===== src/rtl/bank_mem_arbiter.sv =====
// bank_mem_arbiter: two-port round-robin arbiter serialising reads/writes onto a four-bank single-port SRAM.
module bank_mem_arbiter #(
  parameter int DATA_W = 64,
  parameter int ADDR_W = 11,
  parameter int BANK_W = 2
) (
  input  logic                     CLK,
  input  logic                     RSTn,
  input  logic [1:0]               req_i,
  input  logic [1:0]               we_i,
  input  logic [BANK_W+ADDR_W-1:0] addr0_i,
  input  logic [BANK_W+ADDR_W-1:0] addr1_i,
  input  logic [DATA_W-1:0]        wdata0_i,
  input  logic [DATA_W-1:0]        wdata1_i,
  output logic [1:0]               gnt_o,
  output logic [1:0]               rvalid_o,
  output logic [DATA_W-1:0]        rdata_o,
  output logic                     busy_o,
  output logic [BANK_W-1:0]        Sel_Mem,
  output logic                     Eneable,
  output logic                     WriteEneable,
  output logic [ADDR_W-1:0]        Address,
  output logic [DATA_W-1:0]        Data,
  input  logic [DATA_W-1:0]        LineData
);
  typedef enum logic [1:0] {IDLE, ACCESS, RESP} state_t;
  state_t state;
  logic last_gnt, cmd_we, cmd_port, win;
  logic [BANK_W+ADDR_W-1:0] win_addr;
  // On a tie the port that did not win last time goes next.
  assign win = &req_i ? ~last_gnt : req_i[1];
  assign win_addr = win ? addr1_i : addr0_i;
  assign busy_o = state != IDLE;
  always_ff @(posedge CLK or negedge RSTn)
    if (!RSTn) begin
      state <= IDLE;
      last_gnt <= 1'b1;
      cmd_we <= 1'b0;
      cmd_port <= 1'b0;
      gnt_o <= '0;
      rvalid_o <= '0;
      rdata_o <= '0;
      Sel_Mem <= '0;
      Eneable <= 1'b0;
      WriteEneable <= 1'b1;
      Address <= '0;
      Data <= '0;
    end else begin
      gnt_o <= '0;
      rvalid_o <= '0;
      case (state)
        IDLE:
          if (|req_i) begin
            state <= ACCESS;
            last_gnt <= win;
            cmd_port <= win;
            cmd_we <= we_i[win];
            gnt_o <= {win, ~win};
            Eneable <= 1'b1;
            WriteEneable <= ~we_i[win];
            Sel_Mem <= win_addr[BANK_W+ADDR_W-1:ADDR_W];
            Address <= win_addr[ADDR_W-1:0];
            Data <= win ? wdata1_i : wdata0_i;
          end
        ACCESS: begin
          Eneable <= 1'b0;
          WriteEneable <= 1'b1;
          state <= cmd_we ? IDLE : RESP;
        end
        // Sel_Mem stays put here so the read mux still points at the accessed bank.
        RESP: begin
          rdata_o <= LineData;
          rvalid_o <= {cmd_port, ~cmd_port};
          state <= IDLE;
        end
        default: state <= IDLE;
      endcase
    end
endmodule


===== config.mk =====
export PLATFORM = sky130hd
export DESIGN_NAME = bank_mem_arbiter
export DESIGN_NICKNAME = d
export VERILOG_FILES = /design/src/rtl/bank_mem_arbiter.sv
export SDC_FILE = /design/constraint.sdc
export NUM_CORES = 1
export LEC_CHECK = 0
export CAP_MARGIN = 20
export CELL_PAD_IN_SITES_DETAIL_PLACEMENT = 1
export CELL_PAD_IN_SITES_GLOBAL_PLACEMENT = 1
export CORE_ASPECT_RATIO = 1.1
export CORE_UTILIZATION = 25
export CTS_CLUSTER_DIAMETER = 120
export DETAILED_ROUTE_END_ITERATION = 10
export PLACE_DENSITY_LB_ADDON = 0.05
export SLEW_MARGIN = 20
export SYNTH_ARGS = -nofsm -noshare
export SYNTH_HDL_FRONTEND = slang
export SYNTH_SLANG_ARGS = --single-unit

===== constraint.sdc =====
create_clock -name CLK -period 1.38 [get_ports CLK]
set_input_delay 0.276 -clock CLK [delete_from_list [all_inputs] [get_ports CLK]]
set_output_delay 0.276 -clock CLK [all_outputs]
set_load 0.01 [all_outputs]

# After elaboration in Yosys (flattened, before gate mapping)
# Cells that the tools add are included.
[op_classes] order_cmp=1 n_eq_ne=3 muxes=15 bitwise_logic=4 reduce_logical=7
[ops] op="two-way mux 64 bit" n=1
[ops] op="two-way mux 13 bit" n=1
[ops] op="two-way mux 2 bit" n=5
[ops] op="AND reduction 2 bit" n=3
[ops] op="two-way mux 1 bit" n=5
[ops] op="inverter 1 bit" n=4
[ops] op="one-hot mux 1 bit (2 select lines)" n=2
[ops] op="one-hot mux 2 bit (2 select lines)" n=1
[ops] op="nonzero test 2 bit" n=2
[ops] op="equality test 2 x 1 -> 1 bit (second input constant)" n=1
[ops] op="equality test 2 bit (second input constant)" n=1
[ops] op="logical NOT 2 bit" n=1
[ops] op="less-than comparator 1 x 2 -> 1 bit (second input constant)" n=1
[ops] op="!= test 2 bit (second input constant)" n=1
[ops] op="OR reduction 2 bit" n=1
[word_totals] regBits=152 input_bits=224 out_inout_bits=148

# Longest topological paths before layout
[depth] word_depth=7 ltp_mapped=6

# Worst setup path before layout
# Ideal clock, no wire load.
[synth_timing] path_kind="reg-to-reg" from="reg state[0]" to="reg Data[19]" setup_time_ps=126 t_arrival_ps=1362 required_time_ps=1254 setup_slack_ps=-108 stages_incl_launch_ff=6 cell_sequence="dfrtp_1 nor2_4 clkbuf_2 o21ai_2 clkbuf_1 a221o_1"
[synth_via] elab_chain_len=2
[synth_lines] item="from (decl)" line="27" text="state_t state;"
[synth_lines] item="from (signal assigned)" line="68" text="state <= cmd_we ? IDLE : RESP;"
[synth_lines] item="logical NOT 2 bit" line="51" text="case (state)"
[synth_lines] item="AND reduction 2 bit (no line)"
[synth_lines] item="to (signal assigned)" line="63" text="Data <= win ? wdata1_i : wdata0_i;"
[synth_lines] item="to (decl)" line="23" text="output logic [DATA_W-1:0] Data,"
# Every way passes these cells.
# A chain may end at the register's enable or synchronous reset.

# Worst setup path after layout
[layout_timing] from="reg state[0]" to="reg rdata_o[42]"
[layout_via] elab_chain_len=1
[layout_lines] item="equality test 2 bit" line="51"
[layout_lines] item="to (signal assigned)" line="72" text="rdata_o <= LineData;"
[layout_lines] item="to (decl)" line="17" text="output logic [DATA_W-1:0] rdata_o,"
# Every way passes these cells.

==> out/results.ini <==
[synth]
yosysTopAreaCell = dfrtp_1
ys_seq_area_frac = 0.6211
synth.area.top_cells = dfrtp_1, a221o_1, mux2_2, and3_1, clkbuf_1
syn-num-nets = 660
syn-cell-area_um2 = 6128
synth_top_area_share = 0.6125
ys_types = 22
synth.avg_cell_area_um2 = 14.06
ys_warn_count = 0
syn_inst = 436
ys_seq_elements = 152

[grt]
antenna_found_initial = 1
met2_usage = 0.3597
grtUsageMet1 = 0.2317
overflow = 0
grt_pass1_wl_um = 38200
top_usage_layer = met2
use_met3 = 0.06401
grt_pass1_vias = 6280
grt_use_total = 0.2080
grt_max_degree = 52

[detailed_routing]
drt_first_pass_iters = 4
vias = 5708
avgViaCountPerCell = 4.862
wire_per_inst_um = 23.11
drt-total-wl_um = 27130
dr.first_iter.drc_count = 190
final_antenna_net_count = 0
drc = 0

[power_and_ir_drop]
pwr-share-seq = 0.296
power_frac_comb = 0.524
power_switching_w = 0.009271
intPower_w = 0.01782
clock_power_share = 0.180
sw_frac_of_total = 0.3423
power.density_nw_per_um2 = 2271
peakVddDrop_mv = 0.7315
leakage_nw = 5.299

[run_status]
status = finished with violations
violations = setup timing

[sta]
relSlewSlack = 0.6790
hold_viol_final = 0
clock.fmax_mhz = 634.6
clock_skew_ps = 12.10
drv_slew = 0
setup_viol = 147
tightest_slew_ps = 479.7
fin_ws_ps = -195.8
final_min_period_over_clock_period = 1.142
min_period_ps = 1576
grt_setup_unrepaired = true

[clock_network]
clk_latency_ps = 420
cts-htree-levels = 4
cts_root_buffer = clkbuf_16
cts.sinks = 152
clk_path_buf_depth = 2
clk_pin_slew_ps = 60
numCtsBuffers = 17
cts_tree = built

[critical_path]
critPathLaunch = state[0]$_DFFE_PN0P_
end_kind = flop
rrSetupSlack_ps = -200
worstSetupPathType = flop to flop
reg2reg_depth = 6
r2r_end = rdata_o[42]$_DFFE_PN0N_
worst-path-max-fanout = 8
cp-start-kind = flop
r2r-start = state[0]$_DFFE_PN0P_
cp_data_arrival_time_ps = 1870
cp.required_ps = 1680
endpoint = rdata_o[42]$_DFFE_PN0N_

[hold_path]
hold_path_class = input port to async pin

[placement]
numPlacedInstances = 1100
io_buffer_count = 371
finalWeightedCongestion = 0.7409
place_hpwl_um = 17430

[floorplan]
die_h_um = 166.2
die_area_um2 = 25140
die_w_um = 151.3
io_pins = 372
coreArea_um2 = 23840
fp-row-count = 59
initial_core_util = 0.2570

[final_layout]
final_common_cell = clkdlybuf4s50_1
layout_common_cells = clkdlybuf4s50_1, dfrtp_1, clkdlybuf4s15_1, a221o_1, mux2_2
fin_cells = 1174
final_util = 0.5003
drive_gt1_frac = 0.2615
final_nets = 1079
areaGrowthSynthToFinish_pct = 94.65

[flow_run]
max_cap_viol_count = 0

-- cells by family after synthesis --
group | synth area share
and+or+nand+nor | 0.08963
buffers and inverters | 0.03369
AOI/OAI and AO/OA | 0.1364
muxes | 0.1192
DFF | 0.6211
-- stage by stage --
stage | hold WS [ps] | power [W] | TNS [ps] | worst slack [ps] | instance area (um2)
floorplan | -19.59 | 0.01354 | -2906 | -55.85 | 6225
global placement | 199.1 | 0.02009 | -40690 | -508.9 | 10410
detailed placement | 204.6 | 0.02046 | -42160 | -566.4 | 10410
CTS | 320.9 | 0.02640 | -11640 | -182.4 | 11700
global route | 364.2 | 0.02859 | -23680 | -224.6 | 11930
finish | 329.6 | 0.02709 | -17730 | -195.8 | 11930
-- registers in the layout (all words and copies together) (netlist names) --
register / count
Sel_Mem: 2
rvalid_o: 2
Data: 64
last_gnt: 1
Address: 11
rdata_o: 64
WriteEneable: 1
gnt_o: 2
Eneable: 1
cmd_we: 1
cmd_port: 1
state: 2
-- power groups by stage --
stage	clock, W	combinational [W]	sequential (W)
after floorplan	0	0.00464	0.00890
after global placement	0	0.0121	0.00796
after detailed placement	0	0.0125	0.00799
after CTS	0.00500	0.0134	0.00798
after global routing	0.00519	0.0151	0.00828
final	0.00488	0.0142	0.00803
-- metal layers --
layer,vias up,wire length (um),share of wire
met5,-,0,0
met4,0,637,0.023
met3,39,2011,0.074
met1,2881,10310,0.38
li1,2530,-,-
met2,258,14170,0.52
-- critical path, cell delays in order (launching register included) --
cell and delay, ps:
dfrtp_1 420, buf_4 150, buf_6 100, nand2b_4 160
buf_12 150, clkbuf_16 160, mux2_4 300
-- area by class of cell --
class                      count  area [um2]
sequential                   152        3806
antenna                        1       2.502
timing repair buffer         439        4798
clock inverter                12       166.4
multi-input combinational    241        2312
tap                          305       381.6
inverter                       4       15.01
clock buffer                  20       446.7
fill                        2419       11920
-- worst min path at each step --
stage | start | endpoint | slack [ps]
after floorplan | RSTn | Address[0]$_DFFE_PN0P_ | -20
after detailed placement | RSTn | Address[8]$_DFFE_PN0P_ | 200
after global placement | RSTn | Address[8]$_DFFE_PN0P_ | 200
after global routing | RSTn | Sel_Mem[0]$_DFFE_PN0P_ | 360
final | RSTn | Address[8]$_DFFE_PN0P_ | 330
after CTS | RSTn | Address[8]$_DFFE_PN0P_ | 320
-- timing repair --
| action | 4_1_cts | 5_1_grt |
|---|---|---|
| gates cloned | 17 | 9 |
| endpoints found under the hold margin | 22 | 0 |
| setup endpoints to repair | 279 | 207 |
| setup buffers | 8 | 12 |
| hold buffers | 1 | 0 |
| resized for setup | 313 | 91 |
| pin swaps | 5 | 42 |
-- synth_stat cells --
cell type,n
o21ai_0,2
dfrtp_1,150
a221o_1,77
mux2_2,64
buf_2,14
nand2b_1,3
nor2_1,5
clkbuf_2,1
buf_6,3
o21ai_2,1
nor4_1,1
and2_1,1
mux2i_1,1
and3_1,78
a21oi_1,1
inv_1,4
dfstp_2,2
nor2_4,1
a21o_1,2
clkbuf_1,22
a21boi_2,1
o21a_1,2
Power figures use the tool's default switching activity.
